$ cat src/rtl/hack_pkg.sv
// Shared definitions for the Hack memory slice: word and RAM8 geometry
// and the RAM8 clear-engine state type.
package hack_pkg;

    localparam int unsigned WORD_W      = 16;
    localparam int unsigned RAM8_DEPTH  = 8;
    localparam int unsigned RAM8_ADDR_W = 3;

    typedef enum logic [1:0] {
        IDLE,
        CLEAR,
        DONE
    } ram8_state_t;

endpackage : hack_pkg

$ cat src/rtl/ram8_clr_if.sv
// RAM8 access bus: write data, load strobe, word select and clear request
// from the CPU side; read data and clear-engine status back from the array.
interface ram8_clr_if #(
    parameter int unsigned WIDTH = hack_pkg::WORD_W
);
    import hack_pkg::*;

    logic [WIDTH-1:0]       in;
    logic                   load;
    logic [RAM8_ADDR_W-1:0] address;
    logic                   clear_req;
    logic [WIDTH-1:0]       out;
    logic                   busy;
    logic                   clear_done;

    modport master (
        output in, load, address, clear_req,
        input  out, busy, clear_done
    );

    modport slave (
        input  in, load, address, clear_req,
        output out, busy, clear_done
    );

endinterface : ram8_clr_if

$ cat src/rtl/ram_word_reg.sv
// One register-file word: load-enabled register, async active-high reset to 0.
module ram_word_reg #(
    parameter int unsigned WIDTH = 16
) (
    input  logic             clk,
    input  logic             reset,
    input  logic             load,
    input  logic [WIDTH-1:0] d,
    output logic [WIDTH-1:0] q
);

    // Capture d on load; reset clears the word regardless of the clock.
    always_ff @(posedge clk or posedge reset) begin
        if (reset) begin
            q <= '0;
        end else if (load) begin
            q <= d;
        end
    end

endmodule : ram_word_reg

$ cat src/rtl/ram8_clr.sv
// Hack RAM8 with a sequential clear engine. Eight word registers written by
// a one-hot decode of address; a clear request walks all eight words, one
// per cycle, writing CLEAR_VAL, then pulses clear_done.
// Optional macro RAM8_BYPASS_EN: write-through forwarding of `in` to `out`
// during an IDLE load.
module ram8_clr
    import hack_pkg::*;
#(
    parameter int unsigned WIDTH     = WORD_W,
    parameter int unsigned CLEAR_VAL = 0
) (
    input  logic       clk,
    input  logic       reset,
    ram8_clr_if.slave  bus
);

    localparam logic [WIDTH-1:0]       CLR_WORD = WIDTH'(CLEAR_VAL);
    localparam logic [RAM8_ADDR_W-1:0] LAST_IDX = RAM8_ADDR_W'(RAM8_DEPTH - 1);

    ram8_state_t            state_q, state_d;
    logic [RAM8_ADDR_W-1:0] cnt_q, cnt_d;

    logic [RAM8_DEPTH-1:0]  we;
    logic [WIDTH-1:0]       wdata;
    logic [WIDTH-1:0]       words [RAM8_DEPTH];
    logic [WIDTH-1:0]       rdata;

    // State register and clear counter.
    always_ff @(posedge clk or posedge reset) begin
        if (reset) begin
            state_q <= IDLE;
            cnt_q   <= '0;
        end else begin
            state_q <= state_d;
            cnt_q   <= cnt_d;
        end
    end

    // Next-state logic and status outputs.
    always_comb begin
        state_d        = state_q;
        cnt_d          = cnt_q;
        bus.busy       = 1'b0;
        bus.clear_done = 1'b0;
        unique case (state_q)
            IDLE: begin
                if (bus.clear_req) begin
                    state_d = CLEAR;
                    cnt_d   = '0;
                end
            end
            CLEAR: begin
                bus.busy = 1'b1;
                // 3-bit counter wraps 7 -> 0 on the same edge that leaves CLEAR.
                cnt_d    = cnt_q + 1'b1;
                if (cnt_q == LAST_IDX) begin
                    state_d = DONE;
                end
            end
            DONE: begin
                bus.clear_done = 1'b1;
                state_d        = IDLE;
            end
            default: begin
                state_d = IDLE;
                cnt_d   = '0;
            end
        endcase
    end

    // Per-word write enable: CPU load in IDLE, clear-engine pointer in CLEAR.
    always_comb begin
        we    = '0;
        wdata = (state_q == CLEAR) ? CLR_WORD : bus.in;
        for (int unsigned i = 0; i < RAM8_DEPTH; i++) begin
            if (state_q == IDLE) begin
                we[i] = bus.load && (bus.address == RAM8_ADDR_W'(i));
            end else if (state_q == CLEAR) begin
                we[i] = (cnt_q == RAM8_ADDR_W'(i));
            end
        end
    end

    for (genvar g = 0; g < RAM8_DEPTH; g++) begin : g_word
        ram_word_reg #(
            .WIDTH (WIDTH)
        ) u_word (
            .clk   (clk),
            .reset (reset),
            .load  (we[g]),
            .d     (wdata),
            .q     (words[g])
        );
    end

    // Combinational read mux, optionally forwarding the IDLE write data.
    always_comb begin
        rdata = words[bus.address];
`ifdef RAM8_BYPASS_EN
        if ((state_q == IDLE) && bus.load) begin
            rdata = bus.in;
        end
`endif
        bus.out = rdata;
    end

endmodule : ram8_clr

$ cat src/flat_wrapper.sv
// flat-port wrapper written by rule: the top's interface ports become plain ports
module ram8_clr_flat import hack_pkg::*;
#(
    parameter int unsigned WIDTH     = WORD_W,
    parameter int unsigned CLEAR_VAL = 0
)
  (clk, reset, bus_in, bus_load, bus_address, bus_clear_req, bus_out, bus_busy, bus_clear_done);
  ram8_clr_if #(.WIDTH(WIDTH)) bus_i ();
  input  logic clk;
  input  logic reset;
  input wire logic [$bits(bus_i.in)-1:0] bus_in;
  input wire logic [$bits(bus_i.load)-1:0] bus_load;
  input wire logic [$bits(bus_i.address)-1:0] bus_address;
  input wire logic [$bits(bus_i.clear_req)-1:0] bus_clear_req;
  output wire logic [$bits(bus_i.out)-1:0] bus_out;
  output wire logic [$bits(bus_i.busy)-1:0] bus_busy;
  output wire logic [$bits(bus_i.clear_done)-1:0] bus_clear_done;
  assign bus_i.in = bus_in;
  assign bus_i.load = bus_load;
  assign bus_i.address = bus_address;
  assign bus_i.clear_req = bus_clear_req;
  assign bus_out = bus_i.out;
  assign bus_busy = bus_i.busy;
  assign bus_clear_done = bus_i.clear_done;
  ram8_clr #(.WIDTH(WIDTH), .CLEAR_VAL(CLEAR_VAL)) u_core (.clk(clk), .reset(reset), .bus(bus_i));
endmodule
$ cat config.mk
export PLATFORM = sky130hd
export DESIGN_NAME = ram8_clr_flat
export DESIGN_NICKNAME = d
export VERILOG_FILES = /design/src/rtl/hack_pkg.sv /design/src/rtl/ram8_clr_if.sv /design/src/rtl/ram_word_reg.sv /design/src/rtl/ram8_clr.sv /design/src/flat_wrapper.sv
export SDC_FILE = /design/constraint.sdc
export NUM_CORES = 1
export LEC_CHECK = 0
export CAP_MARGIN = 40
export CORE_MARGIN = 2
export CORE_UTILIZATION = 60
export CTS_CLUSTER_SIZE = 10
export DETAILED_ROUTE_END_ITERATION = 7
export HOLD_SLACK_MARGIN = 0.12
export PLACE_DENSITY = 0.83
export REMOVE_ABC_BUFFERS = 1
export SYNTH_ARGS = -nofsm -noshare
export SYNTH_HDL_FRONTEND = slang
export SYNTH_SLANG_ARGS = --single-unit
$ cat constraint.sdc
create_clock -name clk -period 9.6 [get_ports clk]
set_clock_uncertainty 0.15 [all_clocks]
set_input_delay 1.92 -clock clk [delete_from_list [all_inputs] [get_ports clk]]
set_output_delay 1.92 -clock clk [all_outputs]
set_load 0.005 [all_outputs]
==> Yosys cells after proc, flatten, opt, wreduce, memory -nomap -nowiden <==
Cells that the tools add are included.
{ "classes": {"add_sub_neg": 1, "magnitude_cmp": 1, "eq_ne": 18, "mux": 27, "bitwise": 2, "reduce_logical": 13} }
{ "ops": {"columns": ["cell", "count"], "rows": [
  ["binary-select mux 16 bit (select 3 bit)", 1],
  ["2-to-1 mux 16 bit", 3],
  ["equality test 3 bit (second input constant)", 8],
  ["2-to-1 mux 1 bit", 18],
  ["equality test 3 x 2 -> 1 bit (second input constant)", 4],
  ["case mux 3 bit (3 select lines)", 1],
  ["logical AND 1 bit", 8],
  ["equality test 3 x 1 -> 1 bit (second input constant)", 2],
  ["zero test 3 bit", 2],
  [">= comparator 4 bit (second input constant)", 1],
  ["2-to-1 mux 2 bit", 2],
  ["inequality test 2 bit (second input constant)", 2],
  ["inverter 3 -> 4 bit", 1],
  ["case mux 2 bit (2 select lines)", 1],
  ["AND reduction 2 bit", 2],
  ["adder 3 x 1 -> 3 bit (second input constant)", 1],
  ["2-to-1 mux 3 bit", 1],
  ["equality test 2 x 1 -> 1 bit (second input constant)", 1],
  ["equality test 2 bit (second input constant)", 1],
  ["zero test 2 bit", 1],
  ["inverter 1 bit", 1]
]} }
{ "totals": {"regBits": 133, "input_bits": 23, "output_inout_bits": 18} }

==> Longest topological paths before layout <==
Gate-level depths: netlist (run 1).
{ "depth": {"ltp_word": 4, "ltp_mapped": 7} }

==> By module <==
A second synthesis (run 1) with hierarchy kept.
{ "unflattened": {"cells_unflattened": 425, "area_unflattened_um2": 6760.2} }
{ "modules_own_cells": {"columns": ["mod", "n_inst", "cells_each", "area_each_um2", "seq_area_each_um2"], "rows": [
  ["ram_word_reg", 8, 35, 653.1, 400.4],
  ["ram8_clr", 1, 145, 1535.2, 125.1]
]} }

==> Least setup slack after synthesis (run 1) <==
Ideal clock, no wire load.
{ "synth_path": {"path_kind": "input-to-output", "from": "in bus_address[1]", "to": "out bus_out[2]", "arrival_ns": 3.018, "t_required_ns": 7.530, "slack_ns": 4.512, "stages": 4, "n_path_buf": 2, "path_cell_list": "buf_6 > buf_6 > mux4_1 > mux2_2"} }
{ "synth_between": {"elab_chain_len": 4} }
{ "synth_lines": {"columns": ["element", "line", "source"], "rows": [
  ["from (decl)", "flat_wrapper.sv:13", "input wire logic [$bits(bus_i.address)-1:0] bus_address;"],
  ["inverter 3 -> 4 bit (implied by the code)", "ram8_clr.sv:98", "rdata = words[bus.address];"],
  ["binary-select mux 16 bit (select 3 bit)", "ram8_clr.sv:98", null],
  ["2-to-1 mux 16 bit (implied by the code) (2 in a row)", "ram8_clr.sv:98", null],
  ["to (decl)", "flat_wrapper.sv:15", "output wire logic [$bits(bus_i.out)-1:0] bus_out;"]
]} }
No other way between the ends. The select of a mux whose other input is x is not followed.

==> Worst setup path after layout (run 1) <==
{ "layout_path": {"from": "in bus_address[2]", "to": "out bus_out[14]"} }
The elaborated chain is that of the path after synthesis.

==> reports/results.tsv, run 1 <==
stage	metric	value	unit
drt	num_vias	4537	
timing	drv_slew	0	
critical_path	arrival	4100	ps
critical_path	cp.buffers_inverters	3	
floorplanning	num_io_pins	41	
grt	busiest_layer	met2	
clocking	postCtsResizedCells	0	
critical_path	path_max_fanout	37	
hold_path	hp-class	reg2reg	
logic_synthesis	syn_inst	553	
logic_synthesis	synth_cell_types	31	
drt	antenna_left	0	
timing	fin_crit_sh	64.3	%
timing	rsz0062_at_grt	no	
clocking	numClockSinks	133	
floorplanning	die_h	111	µm
logic_synthesis	synth.area.top_cells	dfrtp_1 (48%), mux2i_1 (19%), nand2_1 (8.1%), mux4_1 (7.6%), mux4_2 (3.6%)	
power	p_clk_share	28.5	%
power	irDropWorstVdd	156	µV
logic_synthesis	ys_warn_count	0	
place	gp_congestion	0.763	
clocking	post_cts_buffers	0	
clocking	clkTransAtPathRegs	50	ps
power	switching_share	32.7	%
floorplanning	start_util	60.8	%
drt	drc_errors	0	
power	p_int	1.40	mW
logic_synthesis	netlist_area	0.00689	mm²
clocking	root_buffer	clkbuf_16	
grt	grt_max_degree	69	
floorplanning	num_rows	39	
critical_path	cp_slowest_cell	mux4_2	
timing	tns	0	ps
timing	fmaxAchievable	162	MHz
grt	grtUsageMet2	46.5	%
grt	antenna_found_initial	0	
critical_path	crit_path_cell_trace	clkdlybuf4s50_1 -> buf_4 -> mux4_2 -> mux2_2 -> clkdlybuf4s50_1	
logic_synthesis	synth_area_per_cell	12.5	µm²
timing	relSlewSlack	43.0	%
floorplanning	die_x	111	µm
clocking	htreeDepth	4	
layout	final_cell_mix	nand2_1 (149), dfrtp_1 (133), mux2i_1 (129)	
layout	nets	616	
critical_path	ff2ff_setup_slack	7410	ps
critical_path	worst-setup-path-type	in2out	
clocking	clock_latency	420	ps
timing	worst_slew_pin_slew	855	ps
drt	wirelength	15900	µm
clocking	numCtsBuffers	17	
drt	dr.pass1.iters	5	
place	io_buffers	40	
critical_path	crit_path_frequent_cell	clkdlybuf4s50_1	
clocking	cts_buffer_depth	2	
clocking	cts_hold_buf	0	
critical_path	required	7530	ps
timing	setup_viol	0	
grt	grt_pass1_vias	4806	
layout	final_util	69.2	%
grt	grt_util_met1	34.9	%
job	max_cap_viol_count	0	
grt	grt.overflow.total	0	
logic_synthesis	yosysTopAreaCellShare	48.3	%
power	powerDensity	265	mW/mm²
logic_synthesis	yosys.area.top_type	dfrtp_1	
floorplanning	die-area	0.0124	mm²
critical_path	critPathMaxStageDelay	560	ps
drt	wire_per_inst	21.5	µm
logic_synthesis	ys_ff_latch	133	
timing	finalCriticalPeriod	6170	ps
grt	track_usage	27.5	%
place	place_hpwl	9860	µm
place	dp_cells	711	
layout	syn_to_final_growth	13.7	%
grt	grt_pass1_wl	25900	µm
power	p_comb_share	30.3	%
critical_path	crit_path_end_kind	output pin	
drt	drtIter0Drc	331	
grt	met3_usage	5.90	%
layout	mostFrequentLayoutCell	nand2_1	
power	p_leak	4.29	nW
drt	vias_per_cell	6.14	
clocking	cts_tree	built	
timing	hold_viol_final	0	
critical_path	cp_top_family	buffers and inverters	
power	p_sw	680	µW
power	p_total	2.08	mW
logic_synthesis	ys_seq_area_share	48.3	%
layout	n_antenna_cell	0	
run_status	status	finished clean	
layout	fin_cells	739	
critical_path	worst_setup_path_start_kind	input pin	
floorplanning	coreArea	0.0113	mm²
power	p_seq_share	41.2	%
layout	drive_gt1_share	13.8	%
## final timing paths
path	start	endpoint	cells after the start
hold / removal	u_core.g_word[3].u_word.q[10]$_DFFE_PP0P_	u_core.g_word[3].u_word.q[10]$_DFFE_PP0P_	2
max in group asynchronous	reset	u_core.g_word[3].u_word.q[1]$_DFFE_PP0P_	3
min in group asynchronous	reset	u_core.state_q[1]$_DFFE_PP0P_	2
setup reg to reg	u_core.state_q[0]$_DFFE_PP0P_	u_core.g_word[0].u_word.q[5]$_DFFE_PP0P_	4
setup / recovery	bus_address[2]	bus_out[14]	5
hold reg to reg	u_core.g_word[3].u_word.q[10]$_DFFE_PP0P_	u_core.g_word[3].u_word.q[10]$_DFFE_PP0P_	2
## power groups by stage
stage | sequential, mW | clock, mW | combinational [mW]
final | 0.855 | 0.592 | 0.630
after global routing | 0.873 | 0.623 | 0.687
after CTS | 0.850 | 0.597 | 0.630
after detailed placement | 0.856 | 0 | 0.623
after global placement | 0.841 | 0 | 0.565
after floorplan | 0.821 | 0 | 0.394
## routing by layer
metal / vias to the layer above / wire length (µm)
met2: 122 / 8170
met5: - / 0
li1: 1991 / -
met1: 2394 / 6630
met4: 0 / 381
met3: 30 / 696
## synthesized netlist by cell type
master and instances:
clkbuf_1 3, nand4bb_1 3, nor4b_4 1, inv_1 23
nand3b_1 1, o22ai_1 3, nand4b_1 1, nand2_1 149
nand2_2 6, nor2_4 1, buf_4 8, mux4_4 1
nand4_2 1, ha_1 6, and4_4 1, clkbuf_2 1
mux2_2 16, buf_6 8, dfrtp_1 133, nand2b_1 2
mux4_2 11, and2b_2 1, nor2b_1 2, nand4b_2 2
and4bb_2 2, nor2_1 1, buf_2 10, clkbuf_8 6
mux2i_1 129, nand3b_2 1, mux4_1 20
## flip-flops by register name, indices dropped and copies added, names as in the netlist
register,flops
u_core.g_word.u_word.q,128
u_core.cnt_q,3
u_core.state_q,2
## cell families (layout without fill, tap and decap cells)
| family | Yosys count | count (layout) | share of synthesized area, % |
|---|---|---|---|
| flip-flops | 133 | 133 | 48.3 |
| adder cells (fa/ha/maj) | 6 | 6 | 1.09 |
| multiplexers | 177 | 177 | 33.0 |
| buffers and inverters | 59 | 102 | 5.60 |
| AND/OR/NAND/NOR | 175 | 175 | 11.8 |
| AO/OA/AOI/OAI | 3 | 3 | 0.273 |
## through the flow
stage               hold slack [ps]  cell area [µm²]  setup slack [ps]
floorplan                       344             6590              3980
global placement                355             7190              3400
detailed placement              366             7300              3430
CTS                             373             7830              3410
global route                    384             7830              3370
finish                          374             7830              3430
## worst reg2reg max path: stages (launching register included)
cell	delay, ps
dfrtp_1	750
nand4bb_1	610
buf_6	360
nand2_1	90
mux2i_1	80
## layout make-up
type / count / area (µm²)
Multi-Input combinational cell: 361 / 3170
Tap cell: 143 / 179
Clock inverter: 5 / 52.6
Fill cell: 777 / 3490
Clock buffer: 23 / 478
Timing Repair Buffer: 51 / 532
Inverter: 23 / 88.8
Sequential cell: 133 / 3330
No activity file was read; power rests on OpenSTA's default activity.
==> inputs of run 2 (changes only) <==
Clock period 9.6 ns to 6.1 ns, I/O delays scaled along.
==> reports/results.tsv, run 2 (synthesized netlist as in run 1, its figures left out) <==
stage	metric	value	unit	change
critical_path	crit_path_end_kind	output pin		
critical_path	cp_slowest_cell	clkdlybuf4s50_1		
floorplanning	start_util	60.8	%	unchanged
critical_path	crit_path_cell_trace	clkdlybuf4s50_1 -> buf_4 -> mux4_4 -> mux2_2 -> clkdlybuf4s50_1		
clocking	clock_latency	420	ps	about the same
clocking	numCtsBuffers	17		unchanged
hold_path	whs_path_depth	2		unchanged
layout	fin_cells	745		+0.81%
place	place_area	0.00733	mm²	+0.38%
timing	drv_slew	0		unchanged
grt	track_usage	29.3	%	+1.8 points
drt	antenna_left	0		unchanged
critical_path	cp.buffers_inverters	3		unchanged
critical_path	cp_top_family	buffers and inverters		
layout	final_cell_mix	nand2_1 (149), dfrtp_1 (133), mux2i_1 (129)		
layout	largestRegisters	u_core.g_word.u_word.q: 128 flops, u_core.cnt_q: 3 flops, u_core.state_q: 2 flops		
floorplanning	die_h	111	µm	unchanged
drt	num_vias	4735		+4.4%
clocking	postCtsResizedCells	0		unchanged
drt	wire_per_inst	23.1	µm	+7.6%
layout	drive_gt1_share	15.0	%	+1.2 points
timing	finalCriticalPeriod	4790	ps	
power	p_seq_share	39.9	%	-1.3 points
layout	nets	618		+0.32%
critical_path	arrival	3420	ps	-680 ps
timing	worst_slew_pin_slew	813	ps	-42.0 ps
clocking	cts_tree	built		
hold_path	hp-class	reg2reg		
timing	fin_crit_sh	78.5	%	
floorplanning	coreArea	0.0113	mm²	unchanged
place	place_hpwl	10200	µm	+3.4%
drt	drtIter0Drc	441		+33%
critical_path	path_max_fanout	16		-57%
drt	drc_errors	0		unchanged
drt	dr.pass1.iters	7		+2
timing	rsz0062_at_grt	no		
timing	tns	0	ps	unchanged
clocking	numClockSinks	133		unchanged
layout	n_antenna_cell	0		unchanged
power	p_sw	1.17	mW	+72%
power	powerDensity	429	mW/mm²	+62%
run_status	status	finished clean		
place	io_buffers	40		unchanged
power	p_leak	4.32	nW	+0.64%
critical_path	required	4730	ps	-2800 ps
clocking	post_cts_buffers	0		unchanged
critical_path	path_depth	5		unchanged
grt	grt_pass1_wl	27200	µm	+5.1%
floorplanning	num_io_pins	41		unchanged
clocking	cts_hold_buf	0		unchanged
grt	grt_pass1_vias	5044		+5.0%
layout	finish.instance_area	0.00791	mm²	+1.0%
timing	hold_viol_final	0		unchanged
grt	antenna_found_initial	0		unchanged
critical_path	critPathMaxStageDelay	690	ps	+130 ps
clocking	htreeDepth	4		unchanged
clocking	cts_buffer_depth	2		unchanged
grt	grt_util_met1	37.7	%	+2.8 points
layout	fillers	750		-3.5%
power	p_clk_share	29.7	%	+1.2 points
grt	met3_usage	6.94	%	+1.0 points
critical_path	crit_path_frequent_cell	clkdlybuf4s50_1		
power	p_total	3.39	mW	+63%
power	irDropWorstVdd	175	µV	+12%
floorplanning	num_rows	39		unchanged
grt	grtUsageMet2	48.1	%	+1.6 points
grt	grt_max_degree	62		-10%
grt	busiest_layer	met2		
timing	fmaxAchievable	209	MHz	
floorplanning	die_x	111	µm	unchanged
layout	syn_to_final_growth	14.9	%	
clocking	root_buffer	clkbuf_16		
drt	vias_per_cell	6.36		+3.5%
floorplanning	die-area	0.0124	mm²	unchanged
clocking	clkTransAtPathRegs	60	ps	about the same
layout	largest_register_ff_count	128		unchanged
layout	mostFrequentLayoutCell	nand2_1		
critical_path	worst_setup_path_start_kind	input pin		
place	gp_congestion	0.771		+1.1%
timing	setup_viol	0		unchanged
drt	wirelength	17200	µm	+8.4%
job	max_cap_viol_count	0		unchanged
critical_path	worst-setup-path-type	in2out		
power	p_comb_share	30.3	%	about the same
grt	grt.overflow.total	0		unchanged
timing	relSlewSlack	45.7	%	+2.6 points
layout	largest_register	u_core.g_word.u_word.q		
timing	whs	371	ps	-2.88 ps
place	dp_cells	713		+0.28%
power	p_int	2.23	mW	+59%
critical_path	worst-r2r-cell-count	4		unchanged
power	switching_share	34.4	%	+1.7 points
[run 2: per-layer routing]
| layer | vias up | part of all wire (%) | wire, µm |
|---|---|---|---|
| li1 | 2004 | - | - |
| met1 | 2446 | 39 | 6800 |
| met2 | 231 | 50 | 8630 |
| met3 | 54 | 7.0 | 1210 |
| met4 | 0 | 3.4 | 580 |
| met5 | - | 0 | 0 |
[run 2: per-stage QoR]
stage | worst slack, ps | util [%]
floorplan | 1180 | -
global placement | 1330 | 63.8
detailed placement | 1320 | 64.7
CTS | 1300 | 69.9
global route | 1230 | 69.9
finish | 1310 | 69.9
[run 2: power groups by stage]
stage               Clock, mW  Sequential, mW  Combinational (mW)
global placement            0            1.33               0.899
finish                   1.01            1.35                1.03
global route             1.05            1.37                1.12
CTS                      1.01            1.34                1.02
floorplan                   0            1.29               0.619
detailed placement          0            1.35               0.995
[run 2: final cells by class]
class                           instances  area, µm²  share of cell area (%)
Sequential cell                       133       3330                    42.1
Timing Repair Buffer                   53        559                    7.07
Tap cell                              143        179                    2.26
Clock inverter                         14        153                    1.93
Multi-Input combinational cell        361       3170                    40.1
Inverter                               23       88.8                    1.12
Clock buffer                           18        429                    5.43
[run 2: worst paths after layout]
path,startpoint,end,slack [ps]
setup / recovery,bus_address[2],bus_out[0],1310
hold / removal,u_core.g_word[6].u_word.q[7]$_DFFE_PP0P_,u_core.g_word[6].u_word.q[7]$_DFFE_PP0P_,370
setup reg to reg,u_core.state_q[0]$_DFFE_PP0P_,u_core.g_word[2].u_word.q[12]$_DFFE_PP0P_,3840
hold reg to reg,u_core.g_word[6].u_word.q[7]$_DFFE_PP0P_,u_core.g_word[6].u_word.q[7]$_DFFE_PP0P_,370
max in group asynchronous,reset,u_core.g_word[4].u_word.q[9]$_DFFE_PP0P_,3610
min in group asynchronous,reset,u_core.g_word[1].u_word.q[10]$_DFFE_PP0P_,1040
[run 2: worst min-delay path, delay by kind of cell (launching register included)]
kind,cells,cell delay (ps)
multiplexers,1,60
AND/OR/NAND/NOR,1,60
flip-flops,1,370
